**src/rtl/mem_port_arbiter_if.sv**
```systemverilog
// rtl/mem_port_arbiter_if.sv - fetch, data and memory signal bundle for mem_port_arbiter
interface mem_port_arbiter_if #(
  parameter int ADDR_W = 32,
  parameter int DATA_W = 32
);
  // fetch port
  logic              if_req;
  logic [ADDR_W-1:0] if_addr;
  logic [DATA_W-1:0] if_rdata;
  logic              if_stall;
  // data port
  logic              dm_req;
  logic              dm_we;
  logic [ADDR_W-1:0] dm_addr;
  logic [DATA_W-1:0] dm_wdata;
  logic [DATA_W-1:0] dm_rdata;
  logic              dm_stall;
  // unified memory port
  logic              mem_en;
  logic              mem_we;
  logic [ADDR_W-1:0] mem_addr;
  logic [DATA_W-1:0] mem_wdata;
  logic [DATA_W-1:0] mem_rdata;

  // arbiter side
  modport slave (
    input  if_req, if_addr, dm_req, dm_we, dm_addr, dm_wdata, mem_rdata,
    output if_rdata, if_stall, dm_rdata, dm_stall,
           mem_en, mem_we, mem_addr, mem_wdata
  );

  // pipeline and memory side
  modport master (
    output if_req, if_addr, dm_req, dm_we, dm_addr, dm_wdata, mem_rdata,
    input  if_rdata, if_stall, dm_rdata, dm_stall,
           mem_en, mem_we, mem_addr, mem_wdata
  );
endinterface

```
**src/rtl/mem_port_arbiter.sv**
```systemverilog
// rtl/mem_port_arbiter.sv - fetch/data arbiter for a fixed-latency unified memory (option: FETCH_BUF_EN)
module mem_port_arbiter #(
  parameter int ADDR_W  = 32,
  parameter int DATA_W  = 32,
  parameter int MEM_LAT = 2
) (
  input logic              clk,
  input logic              reset,
  mem_port_arbiter_if.slave bus
);

  typedef enum logic [1:0] {IDLE, BUSY_D, BUSY_I} state_t;

  localparam logic [3:0] LAT = 4'(MEM_LAT);

  state_t      state, state_n;
  logic [3:0]  cnt, cnt_n;
  logic        last_grant, last_grant_n;   // 0 = data, 1 = fetch

  logic              done_d, done_i;
  logic              if_want, grant_d, grant_i;
  logic              fb_hit;
  logic              mem_en_c, mem_we_c;
  logic [ADDR_W-1:0] mem_addr_c;
  logic [DATA_W-1:0] mem_wdata_c;
  logic [DATA_W-1:0] if_rdata_c, dm_rdata_c;
  logic              if_stall_c, dm_stall_c;

`ifdef FETCH_BUF_EN
  logic              fb_valid;
  logic [ADDR_W-1:0] fb_addr;
  logic [DATA_W-1:0] fb_data;

  // a buffered fetch is only served when no access is in flight
  assign fb_hit = (state == IDLE) & bus.if_req & fb_valid & (bus.if_addr == fb_addr);
`else
  assign fb_hit = 1'b0;
`endif

  // state, latency counter and fairness flag
  always_ff @(posedge clk or negedge reset) begin
    if (!reset) begin
      state      <= IDLE;
      cnt        <= 4'd0;
      last_grant <= 1'b1;
    end else begin
      state      <= state_n;
      cnt        <= cnt_n;
      last_grant <= last_grant_n;
    end
  end

  // arbitration, issue, completion detection and output drive
  always_comb begin
    state_n      = state;
    cnt_n        = cnt;
    last_grant_n = last_grant;
    done_d       = 1'b0;
    done_i       = 1'b0;
    if_want      = 1'b0;
    grant_d      = 1'b0;
    grant_i      = 1'b0;
    mem_en_c     = 1'b0;
    mem_we_c     = 1'b0;
    mem_addr_c   = '0;
    mem_wdata_c  = '0;
    if_rdata_c   = '0;
    dm_rdata_c   = '0;
    if_stall_c   = 1'b0;
    dm_stall_c   = 1'b0;

    case (state)
      IDLE: begin
        // a buffer hit takes the fetch out of arbitration entirely
        if_want = bus.if_req & ~fb_hit;
        // on contention data wins unless data was served last
        grant_d = bus.dm_req & (~if_want | last_grant);
        grant_i = if_want & ~grant_d;
        if (grant_d) begin
          mem_en_c     = 1'b1;
          mem_we_c     = bus.dm_we;
          mem_addr_c   = bus.dm_addr;
          mem_wdata_c  = bus.dm_wdata;
          state_n      = BUSY_D;
          cnt_n        = 4'd1;
          last_grant_n = 1'b0;
        end else if (grant_i) begin
          mem_en_c     = 1'b1;
          mem_addr_c   = bus.if_addr;
          state_n      = BUSY_I;
          cnt_n        = 4'd1;
          last_grant_n = 1'b1;
        end
      end
      BUSY_D, BUSY_I: begin
        cnt_n = cnt + 4'd1;
        if (cnt == LAT) begin
          done_d  = (state == BUSY_D);
          done_i  = (state == BUSY_I);
          state_n = IDLE;
          cnt_n   = 4'd0;
        end
      end
      default: begin
        state_n = IDLE;
        cnt_n   = 4'd0;
      end
    endcase

    if (done_d) dm_rdata_c = bus.mem_rdata;
    if (done_i) if_rdata_c = bus.mem_rdata;
`ifdef FETCH_BUF_EN
    if (fb_hit) if_rdata_c = fb_data;
`endif

    dm_stall_c = bus.dm_req & ~done_d;
    if_stall_c = bus.if_req & ~done_i & ~fb_hit;

    // reset is asynchronous, so outputs are forced quiet while it is held
    if (!reset) begin
      mem_en_c    = 1'b0;
      mem_we_c    = 1'b0;
      mem_addr_c  = '0;
      mem_wdata_c = '0;
      if_rdata_c  = '0;
      dm_rdata_c  = '0;
      if_stall_c  = 1'b0;
      dm_stall_c  = 1'b0;
    end
  end

`ifdef FETCH_BUF_EN
  // fetch buffer: filled on fetch completion, invalidated by a store to its address
  always_ff @(posedge clk or negedge reset) begin
    if (!reset) begin
      fb_valid <= 1'b0;
      fb_addr  <= '0;
      fb_data  <= '0;
    end else if (done_i) begin
      fb_valid <= 1'b1;
      fb_addr  <= bus.if_addr;
      fb_data  <= bus.mem_rdata;
    end else if (mem_en_c & mem_we_c & (mem_addr_c == fb_addr)) begin
      fb_valid <= 1'b0;
    end
  end
`endif

  assign bus.mem_en    = mem_en_c;
  assign bus.mem_we    = mem_we_c;
  assign bus.mem_addr  = mem_addr_c;
  assign bus.mem_wdata = mem_wdata_c;
  assign bus.if_rdata  = if_rdata_c;
  assign bus.dm_rdata  = dm_rdata_c;
  assign bus.if_stall  = if_stall_c;
  assign bus.dm_stall  = dm_stall_c;

endmodule

```
**src/flat_wrapper.sv**
```systemverilog
// flat-port wrapper written by rule: the top's interface ports become plain ports
module mem_port_arbiter_flat 
#(
  parameter int ADDR_W  = 32,
  parameter int DATA_W  = 32,
  parameter int MEM_LAT = 2
)
  (clk, reset, bus_if_req, bus_if_addr, bus_dm_req, bus_dm_we, bus_dm_addr, bus_dm_wdata, bus_mem_rdata, bus_if_rdata, bus_if_stall, bus_dm_rdata, bus_dm_stall, bus_mem_en, bus_mem_we, bus_mem_addr, bus_mem_wdata);
  mem_port_arbiter_if #(.ADDR_W(ADDR_W), .DATA_W(DATA_W)) bus_i ();
  input logic clk;
  input logic reset;
  input wire logic [$bits(bus_i.if_req)-1:0] bus_if_req;
  input wire logic [$bits(bus_i.if_addr)-1:0] bus_if_addr;
  input wire logic [$bits(bus_i.dm_req)-1:0] bus_dm_req;
  input wire logic [$bits(bus_i.dm_we)-1:0] bus_dm_we;
  input wire logic [$bits(bus_i.dm_addr)-1:0] bus_dm_addr;
  input wire logic [$bits(bus_i.dm_wdata)-1:0] bus_dm_wdata;
  input wire logic [$bits(bus_i.mem_rdata)-1:0] bus_mem_rdata;
  output wire logic [$bits(bus_i.if_rdata)-1:0] bus_if_rdata;
  output wire logic [$bits(bus_i.if_stall)-1:0] bus_if_stall;
  output wire logic [$bits(bus_i.dm_rdata)-1:0] bus_dm_rdata;
  output wire logic [$bits(bus_i.dm_stall)-1:0] bus_dm_stall;
  output wire logic [$bits(bus_i.mem_en)-1:0] bus_mem_en;
  output wire logic [$bits(bus_i.mem_we)-1:0] bus_mem_we;
  output wire logic [$bits(bus_i.mem_addr)-1:0] bus_mem_addr;
  output wire logic [$bits(bus_i.mem_wdata)-1:0] bus_mem_wdata;
  assign bus_i.if_req = bus_if_req;
  assign bus_i.if_addr = bus_if_addr;
  assign bus_i.dm_req = bus_dm_req;
  assign bus_i.dm_we = bus_dm_we;
  assign bus_i.dm_addr = bus_dm_addr;
  assign bus_i.dm_wdata = bus_dm_wdata;
  assign bus_i.mem_rdata = bus_mem_rdata;
  assign bus_if_rdata = bus_i.if_rdata;
  assign bus_if_stall = bus_i.if_stall;
  assign bus_dm_rdata = bus_i.dm_rdata;
  assign bus_dm_stall = bus_i.dm_stall;
  assign bus_mem_en = bus_i.mem_en;
  assign bus_mem_we = bus_i.mem_we;
  assign bus_mem_addr = bus_i.mem_addr;
  assign bus_mem_wdata = bus_i.mem_wdata;
  mem_port_arbiter #(.ADDR_W(ADDR_W), .DATA_W(DATA_W), .MEM_LAT(MEM_LAT)) u_core (.clk(clk), .reset(reset), .bus(bus_i));
endmodule
```
**config.mk**
```make
export PLATFORM = sky130hd
export DESIGN_NAME = mem_port_arbiter_flat
export DESIGN_NICKNAME = d
export VERILOG_FILES = /design/src/rtl/mem_port_arbiter_if.sv /design/src/rtl/mem_port_arbiter.sv /design/src/flat_wrapper.sv
export SDC_FILE = /design/constraint.sdc
export NUM_CORES = 1
export LEC_CHECK = 0
export ABC_AREA = 1
export ABC_CLOCK_PERIOD_IN_PS = 3200
export CAP_MARGIN = 0
export CORE_AREA = 5 5 100 102
export CTS_CLUSTER_DIAMETER = 100
export DETAILED_ROUTE_END_ITERATION = 12
export DIE_AREA = 0 0 105 107
export PLACE_DENSITY_LB_ADDON = 0.15
export SLEW_MARGIN = 20
export SYNTH_ARGS = -nofsm -noshare
export SYNTH_HDL_FRONTEND = slang
export SYNTH_SLANG_ARGS = --single-unit
```
**constraint.sdc**
```tcl
create_clock -name clk -period 3.2 [get_ports clk]
set_clock_uncertainty 0.2 [all_clocks]
set_input_delay 0.8 -clock clk [delete_from_list [all_inputs] [get_ports clk]]
set_output_delay 0.8 -clock clk [all_outputs]
set_load 0.01 [all_outputs]
```
* Yosys cells after proc, flatten, opt, wreduce, memory -nomap -nowiden
Cells that the tools add are included.
W data, S select, Z words.
** Cells by class
- $add $sub $neg :: 1
- Multipliers :: 0
- Div/mod/pow operators :: 0
- Order comparisons :: 0
- Eq/ne operators :: 5
- Shifts and indexed selects :: 0
- Muxes and demuxes :: 34
- Bitwise operators :: 9
- Reduce and logical (&&, ||, !) cells :: 5
** Operator list (number)
- $mux W32 :: 11
- $mux W1 :: 15
- $mux W4 :: 3
- $pmux W4 S2 :: 1
- $mux W2 :: 3
- $add A4 B1 Y4 const B :: 1
- $and A1 B1 Y1 :: 4
- $eq A4 B2 Y1 const B :: 1
- $not A1 Y1 :: 4
- $pmux W2 S2 :: 1
- $reduce_and A2 Y1 :: 2
- $ne A3 B1 Y1 const B :: 1
- $eq A2 B1 Y1 const B :: 1
- $eq A2 B2 Y1 const B :: 1
- $logic_not A2 Y1 :: 1
- $ne A2 B1 Y1 const B :: 1
- $reduce_bool A2 Y1 :: 1
- $reduce_or A2 Y1 :: 1
- $or A1 B1 Y1 :: 1
** Storage, ports and cells
- Register bits :: 7
- Bits in latches :: 0
- Bits in writable memories :: 0
- Bits in read-only memories :: 0
- Logic and storage cells :: 57
- Memories :: 0

* Logic depth before layout (Yosys ltp)
- Word-level depth :: 9
- Depth in mapped cells :: 8
- Depth with buffers taken out :: 8

* Worst setup path after synthesis
No wires, ideal clock.
- Kind :: input port to output port
- Start :: input port reset
- End :: output port bus_mem_wdata[24]
- Arrival time :: 1622 ps
- Data required time :: 2200 ps
- Setup slack :: 578 ps
- Stages :: 5
- Path buffers :: 3
- Path through :: buf_2 > nand2_1 > buf_2 > buf_2 > nor3b_2
** On the way
- Longest elaborated chain between the ends :: 1
** RTL lines
- start, declared :: line flat_wrapper.sv:11 : input logic reset;
- $mux W32 :: line mem_port_arbiter.sv:120 : if (!reset) begin
- end, declared :: line flat_wrapper.sv:26 : output wire logic [$bits(bus_i.mem_wdata)-1:0] bus_mem_wdata;
No other way between the ends.

* Final worst setup path
- Start :: input port reset
- End :: output port bus_if_rdata[9]
** On the way
- Longest elaborated chain between the ends :: 1
** RTL lines
- $mux W32 :: line mem_port_arbiter.sv:120
- end, declared :: line flat_wrapper.sv:19 : output wire logic [$bits(bus_i.if_rdata)-1:0] bus_if_rdata;
No other way between the ends.

==> results.yml <==
sta:
  slew_headroom_pct: 80.7
  tightest_slew_ns: 0.289
  rsz0062_at_grt: "no"
  max_freq_ghz: 0.320
  setup_violations: 0
  slew_violations: 0
  whs_ns: 0.339
  hold_viol: 0
  finalCritPeriodShare_pct: 97.6
  period_minus_slack_ns: 3.12
route:
  wl_um: 11000
  wl_per_cell_um: 15.6
  first_pass_iters: 4
  viasPerCell: 4.39
  drc_errors: 0
  ant_nets: 0
  vias: 3108
  drt-initial-drc-count: 133
synthesis:
  ys_ff_latch: 7
  synth_compound_area_share_pct: 12.3
  synth_top_family_by_area: "simple AND/OR/NAND/NOR gates"
  synthDistinctLibCells: 17
  syn-num-nets: 468
  yosysWarnings: 0
  synthSimpleGateAreaFrac_pct: 62.1
  synth-xor-area-share_pct: 0
  netlist_instances: 329
  netlist_area_um2: 1710
  syn_area_per_cell_um2: 5.21
  post_synth_mux_area_share_pct: 0
  synth_fa_ha_area_share_pct: 4.38
  ys_seq_area_share_pct: 10.3
global_route:
  grt_pass1_vias: 3175
  antenna_found_initial: 0
  grt_usage_pct: 18.4
  grt_pass1_wl_um: 16900
  grt_max_degree: 41
  gr-total-overflow: 0
run_status:
  status: "finished clean"
hold_path:
  hold_depth: 2
  hold_end: "u_core.state[0]$_DFFE_PN0P_"
  hold_class: "reg2reg"
  hold_path_startpoint: "u_core.state[0]$_DFFE_PN0P_"
clocking:
  cts_sinks: 7
  cts_made_buffers: 3
  clkLatencyLatePin_ns: 0.23
  clk_pin_slew_ns: 0.04
  cts_htree_levels: 1
  root_buffer: "clkbuf_8"
  clockBufferDepth: 2
  tritoncts: "done"
place:
  dp_hpwl_um: 9050
  port_buffers: 264
  dp.cells: 699
  gp_congestion: 0.801
worst_setup_path:
  r2r_slack_ns: 1.61
  reg2reg_depth: 8
  crit_required_ns: 2.20
  worstSetupEndpointType: "output pin"
  crit_arrival_ns: 2.12
  path_max_fanout: 9
  crit_type: "in2out"
  r2r-end: "u_core.cnt[0]$_DFFE_PN0P_"
  reg2reg_from: "u_core.state[1]$_DFFE_PN0P_"
  start_kind: "primary input"
floorplanning:
  die_y_um: 107
  core.rowCount: 35
  die_area_um2: 11200
  fp.dieW_um: 105
  start_util_pct: 19.0
  core_um2: 9020
  ios: 265
final_layout:
  drive_gt1_share_pct: 18.4
  final_core_util_pct: 50.6
  area_growth_pct: 166
  antennaDiodeCount: 0
  final_common_cell: "clkdlybuf4s50_1"
  stdcell_count: 708
  final_cell_mix: "185 x clkdlybuf4s50_1, 123 x nand2_1, 69 x nor2_1, 44 x buf_2, 30 x a21oi_1"
  final_nets: 737
power_and_ir_drop:
  leakage_nw: 2.18
  peakVddDrop_v: 0.000163
  power_density_nw_per_um2: 288
flow_run:
  maxCapViolations: 0
-- worst max-delay path by stage --
stage,start,endpoint,cells after the start
after floorplan,reset,bus_mem_wdata[24],5
after global placement,bus_if_req,bus_mem_addr[5],6
after detailed placement,bus_if_req,bus_mem_wdata[18],6
after CTS,bus_dm_req,bus_mem_wdata[7],6
after global routing,u_core.state[1]$_DFFE_PN0P_,bus_if_rdata[4],6
final,reset,bus_if_rdata[9],6
-- state kept, by name, summed over array words and instances, names as in the netlist --
register and count:
u_core.cnt 4, u_core.last_grant 1, u_core.state 2
-- layout make-up --
class                   instances  area [um2]
multi-input cells             279        1400
well taps                     111         139
inverters                      17        63.8
clock buffers                   4        45.0
flip-flops and latches          7         176
fillers                       913        4460
repair buffers                290        2730
-- power by group --
group	leakage, nW	internal, mW	total, mW	switching [mW]
combinational	2.07	0.487	1.02	0.535
sequential	0.0889	0.126	0.164	0.0375
clock	0.0228	0.0864	0.127	0.0404
total	2.18	0.700	1.31	0.613
-- timing repair --
item | CTS | global route
buffers inserted | 4 | 0
cloned | 2 | 0
pin swaps | 1 | 0
hold buffers | 0 | 0
gates resized for setup | 237 | 38
setup endpoints to repair | 132 | 73
-- worst max-delay path, cell delays in order --
cell and delay [ns]:
clkdlybuf4s15_1 0.26, buf_6 0.16, buf_4 0.17, nand2_1 0.09, nor2_1 0.10, clkdlybuf4s50_1 0.54
-- Yosys cell counts (all sizes together) --
| master | n | area, um2 |
|---|---|---|
| o21ai | 1 | 5.00 |
| clkbuf | 5 | 18.8 |
| nor3b | 33 | 293 |
| a21oi | 35 | 175 |
| dfstp | 1 | 26.3 |
| nor2 | 69 | 259 |
| nand4 | 1 | 6.26 |
| nand3 | 8 | 40.0 |
| nand2 | 124 | 465 |
| buf | 21 | 105 |
| ha | 6 | 75.1 |
| a21boi | 2 | 30.0 |
| dfrtp | 6 | 150 |
| inv | 17 | 63.8 |
-- stage by stage --
stage | power [mW] | setup WS [ns] | cell area [um2] | setup TNS [ns]
after floorplan | 0.652 | 0.578 | 1710 | 0
after global placement | 1.19 | -0.364 | 4590 | -32.56
after detailed placement | 1.21 | -0.431 | 4590 | -36.05
after CTS | 1.32 | -0.000997 | 4550 | -0.00323
after global routing | 1.43 | 0.000528 | 4560 | 0
final | 1.31 | 0.0782 | 4560 | 0
-- metal layers --
layer / global-route usage [%] / vias to the layer above / routed length, um
met1: 19.6 / 1373 / 4090
met5: 0 / - / 0
met2: 34.6 / 149 / 5710
li1: - / 1568 / -
met3: 5.36 / 18 / 956
met4: 6.12 / 0 / 274
-- cell families after synthesis --
kind of cell               Yosys count
buffers and inverters               43
adders and majority gates            6
DFF                                  7
and+or+nand+nor                    235
AOI/OAI and AO/OA                   38
No activity file was read; power rests on OpenSTA's default activity.
